===== src/rtl/hazard_scoreboard_if.sv =====
// hazard_scoreboard_if: decode/back-end handshake bundle for the hazard scoreboard.
interface hazard_scoreboard_if #(
  parameter int STAGES = 3,
  parameter int REG_ADDR_W = 9
);
  logic issue_valid_in;
  logic [REG_ADDR_W-1:0] rs1_in;
  logic rs1_read_in;
  logic [REG_ADDR_W-1:0] rs2_in;
  logic rs2_read_in;
  logic [REG_ADDR_W-1:0] rd_in;
  logic rd_write_in;
  logic is_load_in;
  logic fence_in;
  logic advance_in;
  logic flush_in;
  logic stall_out;
  logic [STAGES-1:0] rs1_fwd_out;
  logic [STAGES-1:0] rs2_fwd_out;
  logic [$clog2(STAGES+1)-1:0] pending_out;
  logic [31:0] stall_count_out;
  modport master (
    output issue_valid_in, rs1_in, rs1_read_in, rs2_in, rs2_read_in, rd_in, rd_write_in,
           is_load_in, fence_in, advance_in, flush_in,
    input  stall_out, rs1_fwd_out, rs2_fwd_out, pending_out, stall_count_out
  );
  modport slave (
    input  issue_valid_in, rs1_in, rs1_read_in, rs2_in, rs2_read_in, rd_in, rd_write_in,
           is_load_in, fence_in, advance_in, flush_in,
    output stall_out, rs1_fwd_out, rs2_fwd_out, pending_out, stall_count_out
  );
endinterface


===== src/rtl/hazard_scoreboard.sv =====
// hazard_scoreboard: STAGES-deep in-flight destination scoreboard producing decode stall and one-hot bypass selects.
// Define HAZARD_STALL_COUNT_EN to enable the 32-bit RAW/fence stall cycle counter.
module hazard_scoreboard #(
  parameter int STAGES = 3,
  parameter int REG_ADDR_W = 9,
  parameter logic [STAGES-1:0] FWD_MASK = {STAGES{1'b1}},
  parameter int LOAD_FWD_STAGE = 1,
  parameter int FLUSH_DEPTH = 2
) (
  input logic clk,
  input logic reset_n_in,
  hazard_scoreboard_if.slave sb
);
  localparam int PW = $clog2(STAGES + 1);
  logic [STAGES-1:0] v, w, ld, hit1, hit2, blk, y1, y2;
  logic [REG_ADDR_W-1:0] rd [STAGES];
  logic b1, b2, stall, take;
  logic [PW-1:0] cnt;
  // Scan oldest to youngest so the lowest matching index wins and shadows older ones.
  always_comb begin
    hit1 = '0;
    hit2 = '0;
    blk = '0;
    y1 = '0;
    y2 = '0;
    b1 = 1'b0;
    b2 = 1'b0;
    cnt = '0;
    for (int i = STAGES - 1; i >= 0; i--) begin
      hit1[i] = v[i] & w[i] & (rd[i] == sb.rs1_in) & (|sb.rs1_in) & sb.rs1_read_in;
      hit2[i] = v[i] & w[i] & (rd[i] == sb.rs2_in) & (|sb.rs2_in) & sb.rs2_read_in;
      blk[i] = !FWD_MASK[i] | (ld[i] & (i < LOAD_FWD_STAGE));
      cnt = cnt + PW'(v[i]);
      if (hit1[i]) begin
        y1 = '0;
        y1[i] = 1'b1;
        b1 = blk[i];
      end
      if (hit2[i]) begin
        y2 = '0;
        y2[i] = 1'b1;
        b2 = blk[i];
      end
    end
    stall = sb.issue_valid_in & (b1 | b2 | (sb.fence_in & (|v)) | !sb.advance_in);
    take = sb.issue_valid_in & !stall & !sb.flush_in;
  end
  assign sb.stall_out = stall;
  assign sb.rs1_fwd_out = stall ? '0 : y1;
  assign sb.rs2_fwd_out = stall ? '0 : y2;
  assign sb.pending_out = cnt;
  // Flush squash is assigned last so it overrides the shift for the young entries.
  always_ff @(posedge clk or negedge reset_n_in) begin
    if (!reset_n_in) begin
      v <= '0;
      w <= '0;
      ld <= '0;
      for (int i = 0; i < STAGES; i++) rd[i] <= '0;
    end else begin
      if (sb.advance_in) begin
        v[0] <= take;
        w[0] <= sb.rd_write_in;
        ld[0] <= sb.is_load_in;
        rd[0] <= sb.rd_in;
        for (int i = 1; i < STAGES; i++) begin
          v[i] <= v[i-1];
          w[i] <= w[i-1];
          ld[i] <= ld[i-1];
          rd[i] <= rd[i-1];
        end
      end
      if (sb.flush_in)
        for (int i = 0; i < STAGES; i++)
          if (i < FLUSH_DEPTH) v[i] <= 1'b0;
    end
  end
`ifdef HAZARD_STALL_COUNT_EN
  logic [31:0] stall_cnt;
  always_ff @(posedge clk or negedge reset_n_in) begin
    if (!reset_n_in) stall_cnt <= '0;
    else if (stall & sb.advance_in) stall_cnt <= stall_cnt + 32'd1;
  end
  assign sb.stall_count_out = stall_cnt;
`else
  assign sb.stall_count_out = '0;
`endif
endmodule


===== src/flat_wrapper.sv =====
// flat-port wrapper written by rule: the top's interface ports become plain ports
module hazard_scoreboard_flat 
#(
  parameter int STAGES = 3,
  parameter int REG_ADDR_W = 9,
  parameter logic [STAGES-1:0] FWD_MASK = {STAGES{1'b1}},
  parameter int LOAD_FWD_STAGE = 1,
  parameter int FLUSH_DEPTH = 2
)
  (clk, reset_n_in, sb_issue_valid_in, sb_rs1_in, sb_rs1_read_in, sb_rs2_in, sb_rs2_read_in, sb_rd_in, sb_rd_write_in, sb_is_load_in, sb_fence_in, sb_advance_in, sb_flush_in, sb_stall_out, sb_rs1_fwd_out, sb_rs2_fwd_out, sb_pending_out, sb_stall_count_out);
  hazard_scoreboard_if #(.STAGES(STAGES), .REG_ADDR_W(REG_ADDR_W)) sb_i ();
  input logic clk;
  input logic reset_n_in;
  input wire logic [$bits(sb_i.issue_valid_in)-1:0] sb_issue_valid_in;
  input wire logic [$bits(sb_i.rs1_in)-1:0] sb_rs1_in;
  input wire logic [$bits(sb_i.rs1_read_in)-1:0] sb_rs1_read_in;
  input wire logic [$bits(sb_i.rs2_in)-1:0] sb_rs2_in;
  input wire logic [$bits(sb_i.rs2_read_in)-1:0] sb_rs2_read_in;
  input wire logic [$bits(sb_i.rd_in)-1:0] sb_rd_in;
  input wire logic [$bits(sb_i.rd_write_in)-1:0] sb_rd_write_in;
  input wire logic [$bits(sb_i.is_load_in)-1:0] sb_is_load_in;
  input wire logic [$bits(sb_i.fence_in)-1:0] sb_fence_in;
  input wire logic [$bits(sb_i.advance_in)-1:0] sb_advance_in;
  input wire logic [$bits(sb_i.flush_in)-1:0] sb_flush_in;
  output wire logic [$bits(sb_i.stall_out)-1:0] sb_stall_out;
  output wire logic [$bits(sb_i.rs1_fwd_out)-1:0] sb_rs1_fwd_out;
  output wire logic [$bits(sb_i.rs2_fwd_out)-1:0] sb_rs2_fwd_out;
  output wire logic [$bits(sb_i.pending_out)-1:0] sb_pending_out;
  output wire logic [$bits(sb_i.stall_count_out)-1:0] sb_stall_count_out;
  assign sb_i.issue_valid_in = sb_issue_valid_in;
  assign sb_i.rs1_in = sb_rs1_in;
  assign sb_i.rs1_read_in = sb_rs1_read_in;
  assign sb_i.rs2_in = sb_rs2_in;
  assign sb_i.rs2_read_in = sb_rs2_read_in;
  assign sb_i.rd_in = sb_rd_in;
  assign sb_i.rd_write_in = sb_rd_write_in;
  assign sb_i.is_load_in = sb_is_load_in;
  assign sb_i.fence_in = sb_fence_in;
  assign sb_i.advance_in = sb_advance_in;
  assign sb_i.flush_in = sb_flush_in;
  assign sb_stall_out = sb_i.stall_out;
  assign sb_rs1_fwd_out = sb_i.rs1_fwd_out;
  assign sb_rs2_fwd_out = sb_i.rs2_fwd_out;
  assign sb_pending_out = sb_i.pending_out;
  assign sb_stall_count_out = sb_i.stall_count_out;
  hazard_scoreboard #(.STAGES(STAGES), .REG_ADDR_W(REG_ADDR_W), .FWD_MASK(FWD_MASK), .LOAD_FWD_STAGE(LOAD_FWD_STAGE), .FLUSH_DEPTH(FLUSH_DEPTH)) u_core (.clk(clk), .reset_n_in(reset_n_in), .sb(sb_i));
endmodule

===== config.mk =====
export PLATFORM = sky130hd
export DESIGN_NAME = hazard_scoreboard_flat
export DESIGN_NICKNAME = d
export VERILOG_FILES = /design/src/rtl/hazard_scoreboard_if.sv /design/src/rtl/hazard_scoreboard.sv /design/src/flat_wrapper.sv
export SDC_FILE = /design/constraint.sdc
export NUM_CORES = 1
export LEC_CHECK = 0
export ABC_CLOCK_PERIOD_IN_PS = 1600
export BUFFER_PORTS_ARGS = -buffer_cell sky130_fd_sc_hd__buf_2
export CAP_MARGIN = 10
export CORE_UTILIZATION = 40
export CTS_CLUSTER_SIZE = 8
export DETAILED_ROUTE_END_ITERATION = 10
export PLACE_DENSITY = 0.65
export SETUP_SLACK_MARGIN = 0.2
export SYNTH_ARGS = -nofsm -noshare
export SYNTH_HDL_FRONTEND = slang
export SYNTH_SLANG_ARGS = --single-unit

===== constraint.sdc =====
create_clock -name clk -period 1.6 [get_ports clk]
set_input_delay 0.08 -clock clk [delete_from_list [all_inputs] [get_ports clk]]
set_output_delay 0.08 -clock clk [all_outputs]
set_load 0.02 [all_outputs]

==> results.cfg <==
[die]
coreArea_um2 = 5540
rows = 27
floorplan.io_pins = 78
die-area_um2 = 6070
die_height_um = 77.9
die_x_um = 77.9
starting_density_of_the_core_pct = 41.6

[route]
wl_um = 5120
drt_iter0_markers = 65
drt-vias-per-instance = 4.79
postRouteAntennaNets = 0
wire_per_inst_um = 14.1
dr.pass1.iters = 4
route.detailed.drc = 0
vias = 1745

[placed_design]
place_hpwl_um = 4040
dp_cells = 349
dp_worst_setup_slack_ns = -0.192
place_congestion = 0.904
numPortBuffers = 45

[run_status]
run_status = finished with violations
failed_checks = setup timing

[synth]
post_syn_area_um2 = 2300
ys_seq_elements = 34
synthDistinctLibCells = 28
seq_area_frac_synth_pct = 36.9
postSynth.asyncResetShare_pct = 100
number_of_enable_type_register_cells_in_the_synthesized_netlist = 0
synthesis.area_per_instance_um2 = 10.7
ys_warnings = 0
synth_top_cell_by_area = sky130_fd_sc_hd__dfrtp_1
synth_largest_type_area_fraction_pct = 36.9
syn-instance-count = 216
netlist_top_cells_area = sky130_fd_sc_hd__dfrtp_1 (37%), sky130_fd_sc_hd__xor2_1 (20%), sky130_fd_sc_hd__mux2_2 (16%)
synth-main-ff-cell = sky130_fd_sc_hd__dfrtp_1

[final_layout]
design.final.nets = 330
most_frequent_cells_in_the_layout = sky130_fd_sc_hd__xor2_1 (52), sky130_fd_sc_hd__buf_2 (38), sky130_fd_sc_hd__dfrtp_1 (34)
antennaDiodeCount = 0
finish.utilization_pct = 52.3
drive_above_1_share_pct = 41.1
layout.cells.non_filler = 364
layout_commonest_cell = sky130_fd_sc_hd__xor2_1
syn_to_final_growth_pct = 25.7

[sta]
final_critical_path_share_of_the_clock_period_pct = 127
final-max-slew-violation-count = 0
count_of_endpoints_failing_setup_in_the_final_report = 8
finClkSkew_ns = 0.00452
period_needed_ns = 2.02
rsz0062_at_grt = yes
final_hold_viol_count = 0
hold_ws_ns = 0.0268
layout_setup_ws_ns = -0.425
timing.fmax_mhz = 494

[worst_setup_path]
crit_fanout = 4
crit_arrival_ns = 1.94
critical-path-max-stage-delay_ns = 0.39
timing.setup.critical_path_class = flop to primary output
critPathCaptureType = primary output
crit_path_cell_trace = xor2_1, nor4_2, nand4_1, o211ai_1, nor2_1, buf_4
worstPathRequired_ns = 1.52
critPathBufInv = 1
cp_top_family = simple AND/OR/NAND/NOR gates
cp-start-kind = flop
critical-path-slowest-cell = sky130_fd_sc_hd__dfrtp_1

[global_routing]
globalRouteTotalUtil_pct = 18.5
leftover_overflow_at_the_end_of_global_routing = 0
grt_pass1_wl_um = 8430
antenna_violations_before_repair = 0
grt_max_degree = 36
grt_pass1_vias = 1734

[clock_tree]
cts.clk_slew.worst_paths_ns = 0.07
worst_skew_pair_latency_ns = 0.28
cts_htree_levels = 2
cts_root_buf = sky130_fd_sc_hd__clkbuf_8
cts-buffers-inserted = 5
clock_tree_from_tritoncts = yes
ctsLongestPathBuffers = 2
clock_sinks = 34

[power]
power.static_leakage_nw = 1.37
finalPower_w = 0.00240
ir_drop_v = 0.000626
power_density_nw_per_um2 = 829

[hold_path]
min_delay_path_class = input pin to flop

[job]
max-cap-violations = 0
==> final cells by class <==
type                            instances  area, um^2
Fill cell                             527        2640
Multi-Input combinational cell        175        1350
Sequential cell                        34         851
Timing Repair Buffer                   74         520
Tap cell                               72        90.1
Clock buffer                            7        76.3
Inverter                                2        7.51
==> cells by family after synthesis <==
group	synth area share, %
AO/OA/AOI/OAI	2.61
XOR/XNOR	20.5
adder cells (fa/ha/maj)	0.869
buffers and inverters	11.6
flip-flops	36.9
multiplexers	16.1
other	0.163
AND/OR/NAND/NOR	11.2
==> final timing paths <==
check	from	to	slack, ns	cells after the start
worst min register to register	u_core.w[2]$_DFFE_PN0P_	u_core.w[2]$_DFFE_PN0P_	0.53	1
max in group asynchronous	reset_n_in	u_core.rd[3]$_DFFE_PN0P_	1.14	3
worst max-delay path	u_core.rd[19]$_DFFE_PN0P_	sb_rs2_fwd_out[1]	-0.42	6
min in group asynchronous	reset_n_in	u_core.w[0]$_DFFE_PN0P_	0.29	3
worst min-delay path	sb_rd_in[5]	u_core.rd[23]$_DFFE_PN0P_	0.03	2
worst max register to register	u_core.rd[19]$_DFFE_PN0P_	u_core.v[0]$_DFFE_PN0P_	-0.14	6
==> layer usage <==
metal,global-route usage (%),vias up,routed length [um]
met5,0,-,0
met4,5.09,0,75
met3,3.65,10,296
met2,31.7,85,2530
met1,23.6,819,2210
li1,-,831,-
==> where the power goes <==
group          internal, W  switching (W)  total (W)
combinational     0.000346       0.000360   0.000706
sequential        0.000979       0.000133    0.00111
clock             0.000299       0.000283   0.000583
==> state kept, by name (all words and copies together) (netlist names) <==
signal / flops
u_core.w: 3
u_core.ld: 1
u_core.v: 3
u_core.rd: 27
==> cells in the mapped netlist (2+ instances only) <==
library cell               count
sky130_fd_sc_hd__xnor2_1       2
sky130_fd_sc_hd__mux2_2       32
sky130_fd_sc_hd__nor4_2        2
sky130_fd_sc_hd__buf_2         3
sky130_fd_sc_hd__o21a_1        2
sky130_fd_sc_hd__nor3b_1       2
sky130_fd_sc_hd__nor2_1       11
sky130_fd_sc_hd__nand4_1       6
sky130_fd_sc_hd__inv_1         2
sky130_fd_sc_hd__and3_1        2
sky130_fd_sc_hd__nand2_1       6
sky130_fd_sc_hd__xor2_1       52
sky130_fd_sc_hd__a31oi_1       2
sky130_fd_sc_hd__o211ai_1      2
sky130_fd_sc_hd__buf_4        32
sky130_fd_sc_hd__dfrtp_1      34
sky130_fd_sc_hd__nor4_1       12
sky130_fd_sc_hd__nor3_1        2
==> metrics by stage <==
stage                     cell area [um^2]  setup TNS [ns]
after floorplan                       2450               0
after global placement                2690          -0.859
final                                 2900           -2.86
after CTS                             2870           -3.14
after detailed placement              2690          -0.979
after global routing                  2900           -3.81
==> what timing repair did <==
item / 4_1_cts / 5_1_grt
hold buffers: 2 / 0
pin swaps: 13 / 6
setup buffers: 5 / 1
endpoints found under the setup margin: 10 / 10
endpoints found under the hold margin: 35 / 0
resized for setup: 15 / 4
Power figures use the tool's default switching activity.
